**config.mk**
```make
export PLATFORM = sky130hd
export DESIGN_NAME = level_sequencer
export DESIGN_NICKNAME = d
export VERILOG_FILES = /design/src/rtl/level_sequencer.sv
export SDC_FILE = /design/constraint.sdc
export NUM_CORES = 1
export LEC_CHECK = 0
export ABC_AREA = 0
export CAP_MARGIN = 20
export CORE_MARGIN = 2
export CORE_UTILIZATION = 44
export CTS_CLUSTER_DIAMETER = 100
export DETAILED_ROUTE_END_ITERATION = 8
export HOLD_SLACK_MARGIN = 0.02
export PLACE_DENSITY = 0.73
export SLEW_MARGIN = 20
export SYNTH_ARGS = -nofsm -noshare
export SYNTH_HDL_FRONTEND = slang
export SYNTH_SLANG_ARGS = --single-unit
```
**constraint.sdc**
```tcl
create_clock -name frame_clk -period 1.58 [get_ports frame_clk]
set_input_delay 0.316 -clock frame_clk [delete_from_list [all_inputs] [get_ports frame_clk]]
set_output_delay 0.316 -clock frame_clk [all_outputs]
set_load 0.1 [all_outputs]
```
**src/rtl/level_sequencer.sv**
```systemverilog
// level_sequencer: frame-rate game controller for the platformer datapath.
//
// Walks the game through idle, level load, play, pause, level-clear hold, death hold,
// game-over and win. It pulses new_level to reinitialise the player block, selects the
// level index for the map/spawn ROM, gates the player controls and tracks player lives.
//
// Parameters (all expected to be >= 1):
//   NUM_LEVELS       number of levels (1..8)
//   MAX_PLAYER_LIVES player lives at game start (1..15)
//   CLEAR_FRAMES     frames held in CLEAR before the next level
//   DEATH_FRAMES     frames held in DEATH before respawn
//
// Ports:
//   frame_clk    in   frame clock, every action happens on its rising edge
//   Reset        in   asynchronous active-low reset
//   start        in   start/continue key, acted on at its rising edge
//   pause        in   pause key, acted on at its rising edge
//   player_dead  in   hazard/fall flag from collision logic
//   enemy_lives  in   enemy lives from the player block, zero means level cleared
//   new_level    out  one-cycle reinitialise pulse (high in LOAD)
//   play_en      out  high only in PLAY, gates movement and shooting
//   level        out  current level index
//   player_lives out  remaining player lives
//   state        out  state code for the HUD/message sprite
//   timer        out  remaining hold frames in CLEAR/DEATH, 0 otherwise

module level_sequencer #(
    parameter int unsigned NUM_LEVELS       = 4,
    parameter int unsigned MAX_PLAYER_LIVES = 3,
    parameter int unsigned CLEAR_FRAMES     = 120,
    parameter int unsigned DEATH_FRAMES     = 60
) (
    input  logic       frame_clk,
    input  logic       Reset,
    input  logic       start,
    input  logic       pause,
    input  logic       player_dead,
    input  logic [9:0] enemy_lives,
    output logic       new_level,
    output logic       play_en,
    output logic [2:0] level,
    output logic [3:0] player_lives,
    output logic [3:0] state,
    output logic [7:0] timer
);

    typedef enum logic [3:0] {
        StIdle  = 4'd0,
        StLoad  = 4'd1,
        StArm   = 4'd2,
        StPlay  = 4'd3,
        StPause = 4'd4,
        StClear = 4'd5,
        StDeath = 4'd6,
        StOver  = 4'd7,
        StWin   = 4'd8
    } state_e;

    localparam logic [2:0] LastLevel = 3'(NUM_LEVELS - 1);
    localparam logic [3:0] LivesInit = 4'(MAX_PLAYER_LIVES);
    localparam logic [7:0] ClearInit = 8'(CLEAR_FRAMES - 1);
    localparam logic [7:0] DeathInit = 8'(DEATH_FRAMES - 1);

    state_e     state_q, state_d;
    logic [2:0] level_q, level_d;
    logic [3:0] lives_q, lives_d;
    logic [7:0] timer_q, timer_d;
    logic       start_q, pause_q;
    logic       start_rise, pause_rise;

    assign start_rise = start & ~start_q;
    assign pause_rise = pause & ~pause_q;

    always_ff @(posedge frame_clk or negedge Reset) begin
        if (!Reset) begin
            state_q <= StIdle;
            level_q <= '0;
            lives_q <= LivesInit;
            timer_q <= '0;
            start_q <= 1'b0;
            pause_q <= 1'b0;
        end else begin
            state_q <= state_d;
            level_q <= level_d;
            lives_q <= lives_d;
            timer_q <= timer_d;
            start_q <= start;
            pause_q <= pause;
        end
    end

    always_comb begin
        state_d = state_q;
        level_d = level_q;
        lives_d = lives_q;
        // Timer is only kept alive by CLEAR/DEATH, so every other state zeroes it.
        timer_d = '0;

        unique case (state_q)
            StIdle: begin
                if (start_rise) begin
                    level_d = '0;
                    lives_d = LivesInit;
                    state_d = StLoad;
                end
            end
            StLoad: state_d = StArm;
            // Settling frame: enemy_lives is still stale from the previous level here.
            StArm:  state_d = StPlay;
            StPlay: begin
                // A clear wins over a simultaneous death, and no life is taken.
                if (enemy_lives == '0) begin
                    state_d = StClear;
                    timer_d = ClearInit;
                end else if (player_dead) begin
                    if (lives_q <= 4'd1) begin
                        lives_d = '0;
                        state_d = StOver;
                    end else begin
                        lives_d = lives_q - 4'd1;
                        state_d = StDeath;
                        timer_d = DeathInit;
                    end
                end else if (pause_rise) begin
                    state_d = StPause;
                end
            end
            StPause: begin
                if (pause_rise) state_d = StPlay;
            end
            StClear: begin
                if (timer_q == '0) begin
                    if (level_q >= LastLevel) begin
                        state_d = StWin;
                    end else begin
                        level_d = level_q + 3'd1;
                        state_d = StLoad;
                    end
                end else begin
                    timer_d = timer_q - 8'd1;
                end
            end
            StDeath: begin
                if (timer_q == '0) begin
                    state_d = StLoad;
                end else begin
                    timer_d = timer_q - 8'd1;
                end
            end
            StOver, StWin: begin
                if (start_rise) state_d = StIdle;
            end
            default: state_d = StIdle;
        endcase
    end

    assign state        = state_q;
    assign new_level    = (state_q == StLoad);
    assign play_en      = (state_q == StPlay);
    assign level        = level_q;
    assign player_lives = lives_q;
    assign timer        = timer_q;

endmodule

```
==> results_dict.tcl <==
set metrics [dict create \
    cts.sinks 21 \
    synth-seq-cells 21 \
    synthCells 130 \
    layout-drive-gt1-share_pct 61.4 \
    synth_top_area_share_pct 34.3 \
    layout_min_cycle_time_ns 1.87 \
    clock_latency_ns 0.31 \
    cts_buffers 3 \
    pwr-share-clk_pct 4.3 \
    antenna_found_initial 0 \
    htreeDepth 1 \
    tns_ns -2.77 \
    synth_commonest_cells "19 x dfrtp_1, 13 x o21ai_0, 9 x inv_1" \
    endpoint_kind "register" \
    hold_violations 0 \
    final_cells 264 \
    vias_per_cell 5.69 \
    ys_top_cells_by_area "dfrtp_1 34%, ha_1 5.4%, o21ai_0 4.7%, dfstp_2 3.8%, buf_6 3.2%" \
    synthesis.nets 151 \
    cts_tree "done" \
    rrSetupSlack_ns -0.29 \
    grt_busiest_layer "met2" \
    synth-async-reset-ratio_pct 100 \
    fin_ws_ns -0.287 \
    grt_pass1_wl_mm 7.38 \
    cts_buffer_depth 2 \
    clkSlewWorstSetupHoldPaths_ns 0.12 \
    grt_max_degree 22 \
    p_int_mw 3.16 \
    p_leak_nw 1.17 \
    violations "negative setup slack" \
    start_kind "register" \
    yosysSeqAreaShare_pct 38.1 \
    core_area_um2 3030 \
    avgRoutedWirePerCell_um 19.3 \
    holdBufCountCts 0 \
    synth_top_area_cell "dfrtp_1" \
    power.density_nw_per_um2 2380 \
    power.switching_mw 3.20 \
    yosysMostFrequentCell "dfrtp_1" \
    use_met3_pct 4.33 \
    pin_count 36 \
    vias 1503 \
    routed_wl_mm 5.09 \
    hpwl_mm 3.05 \
    finalClockSkew_ns 0.00457 \
    drt_iter0_drc 91 \
    fp.dieH_um 60.1 \
    crit_slowest_cell "dfrtp_4" \
    ir_drop_v 0.00146 \
    ff2ff_path_depth 8 \
    drtPass1Iterations 4 \
    cp-startpoint "state[1]" \
    dieArea_um2 3620 \
    gp_congestion 0.800 \
    status "finished, violations left" \
    path_cells "buf_12, buf_12, nand4bb_4, clkinvlp_4, buf_6, nand4_1, o211ai_1, mux2_4" \
    post-route-period-util_pct 118 \
    hold_path_class "in2async" \
    gr-usage-met2_pct 47.0 \
    start_util_pct 45.8 \
    ant_nets 0 \
    io_buffers 35 \
    fill_cells 125 \
    fmax_ghz 0.536 \
    track_usage_pct 27.4 \
    slowest_delay_ns 0.53 \
    nNetsFinal 242 \
    crit_arrival_ns 2.08 \
    finalSetupViolCount 21 \
    fp-row-count 20 \
    use_met1_pct 34.8 \
    cp_max_fo 3 \
    syn_to_final_growth_pct 93.2 \
    gr-total-overflow 0 \
    clock-root-buffer "clkbuf_4" \
    grt_pass1_vias 1578 \
    drc 0 \
    p_seq_share_pct 15.5 \
    diodes 0 \
    switching_share_pct 50.3 \
    synth.distinct_cells 44 \
    required_ns 1.79 \
    dp_slack_ns -0.418 \
    cap_violations 0 \
    ys_warn_count 0 \
    synth_ff_type "dfrtp_1" \
    avgSynthCellArea_um2 10.7 \
    cp_common_cell "buf_12" \
    power_frac_comb_pct 80.2 \
    fp.dieW_um 60.1 \
    placed_cells 246 \
    tightestPinTransition_ns 0.371 \
    critical_path_class "reg2reg" \
    r2r_end "state[0]" \
    grt_setup_unrepaired "yes" \
    drv_slew 0 \
    relSlewSlack_pct 75.2 \
    synth-edff-count 0 \
    netlist_area_um2 1390 \
    reg2reg_from "state[1]" \
]
[placed cells by master (no fill, tap or decap), drive strengths merged, types with 2 or more instances in the layout]
master / synthesis / routed
o21ai: 15 / 15
nor2: 8 / 8
nand4: 2 / 2
ha: 6 / 6
inv: 9 / 8
nand3: 3 / 3
nand3b: 2 / 2
clkbuf: 0 / 4
buf: 4 / 76
a21o: 3 / 3
o22ai: 4 / 4
xor2: 5 / 5
dfstp: 2 / 2
dfrtp: 19 / 19
xnor2: 4 / 4
nor4: 2 / 2
nand2: 5 / 5
o211ai: 3 / 3
and3: 2 / 2
mux2: 4 / 4
clkdlybuf4s50: 0 / 14
nor3: 6 / 6
nor2b: 5 / 5
[how the worst max path moves through the flow]
stage                      to  slack, ns  cells after the start
floorplan           new_level      -0.63                      2
global route         state[0]      -0.31                      8
CTS                 new_level      -0.27                      3
detailed placement   state[1]      -0.42                      5
finish               state[0]      -0.29                      8
global placement     state[0]      -0.38                      5
[critical path: cells and delay by family, from the launching register on]
kind	cells	cell delay [ns]
muxes	1	0.27
and+or+nand+nor	2	0.26
buffers and inverters	4	0.54
DFF	1	0.53
AOI/OAI and AO/OA	1	0.15
[stage by stage]
step | util (%) | power [mW] | instance area [µm²] | hold WS [ns]
floorplan | - | 3.56 | 1490 | 0.0204
global placement | 78.6 | 5.12 | 2380 | 0.537
detailed placement | 78.6 | 5.23 | 2380 | 0.571
CTS | 85.8 | 6.02 | 2600 | 0.337
global route | 88.5 | 6.59 | 2680 | 0.370
finish | 88.5 | 6.37 | 2680 | 0.335
[power by group through the flow]
stage | clock network [mW] | registers, mW | logic [mW]
final | 0.272 | 0.987 | 5.11
after global routing | 0.295 | 1.00 | 5.30
after CTS | 0.280 | 0.969 | 4.77
after detailed placement | 0 | 0.979 | 4.25
after global placement | 0 | 0.955 | 4.17
after floorplan | 0 | 2.12 | 1.43
[registers in the layout, indices dropped and copies added, names as in the netlist]
signal        cells
timer             8
player_lives      4
state             4
level             3
pause_q           1
start_q           1
[layout make-up]
class / instances / area [µm²] / share of cell area [%]
Sequential cell: 21 / 577 / 21.5
Inverter: 9 / 37.5 / 1.40
Tap cell: 44 / 55.1 / 2.06
Timing Repair Buffer: 90 / 1060 / 39.6
Multi-Input combinational cell: 96 / 923 / 34.5
Clock buffer: 4 / 26.3 / 0.981
[logic make-up (layout without fill, tap and decap cells)]
logic type	count (synthesis)	in the layout	synth area share (%)
AOI/OAI and AO/OA	36	36	20.0
buffers and inverters	13	103	5.69
DFF	21	21	38.1
xor gates and xnor gates	9	9	5.69
and+or+nand+nor	41	41	21.3
muxes	4	4	3.79
adders and majority gates	6	6	5.42
[metal layers]
layer / vias to the layer above / share of wire [%]
li1: 658 / -
met5: - / 0
met4: 0 / 1.3
met2: 73 / 51
met3: 10 / 6.0
met1: 762 / 41
[timing repair]
item	4_1_cts	5_1_grt
pin swaps	13	3
endpoints found under the setup margin	16	23
gates resized for setup	32	12
buffers inserted	11	7
Note: power is estimated with default switching activity, not from simulation.
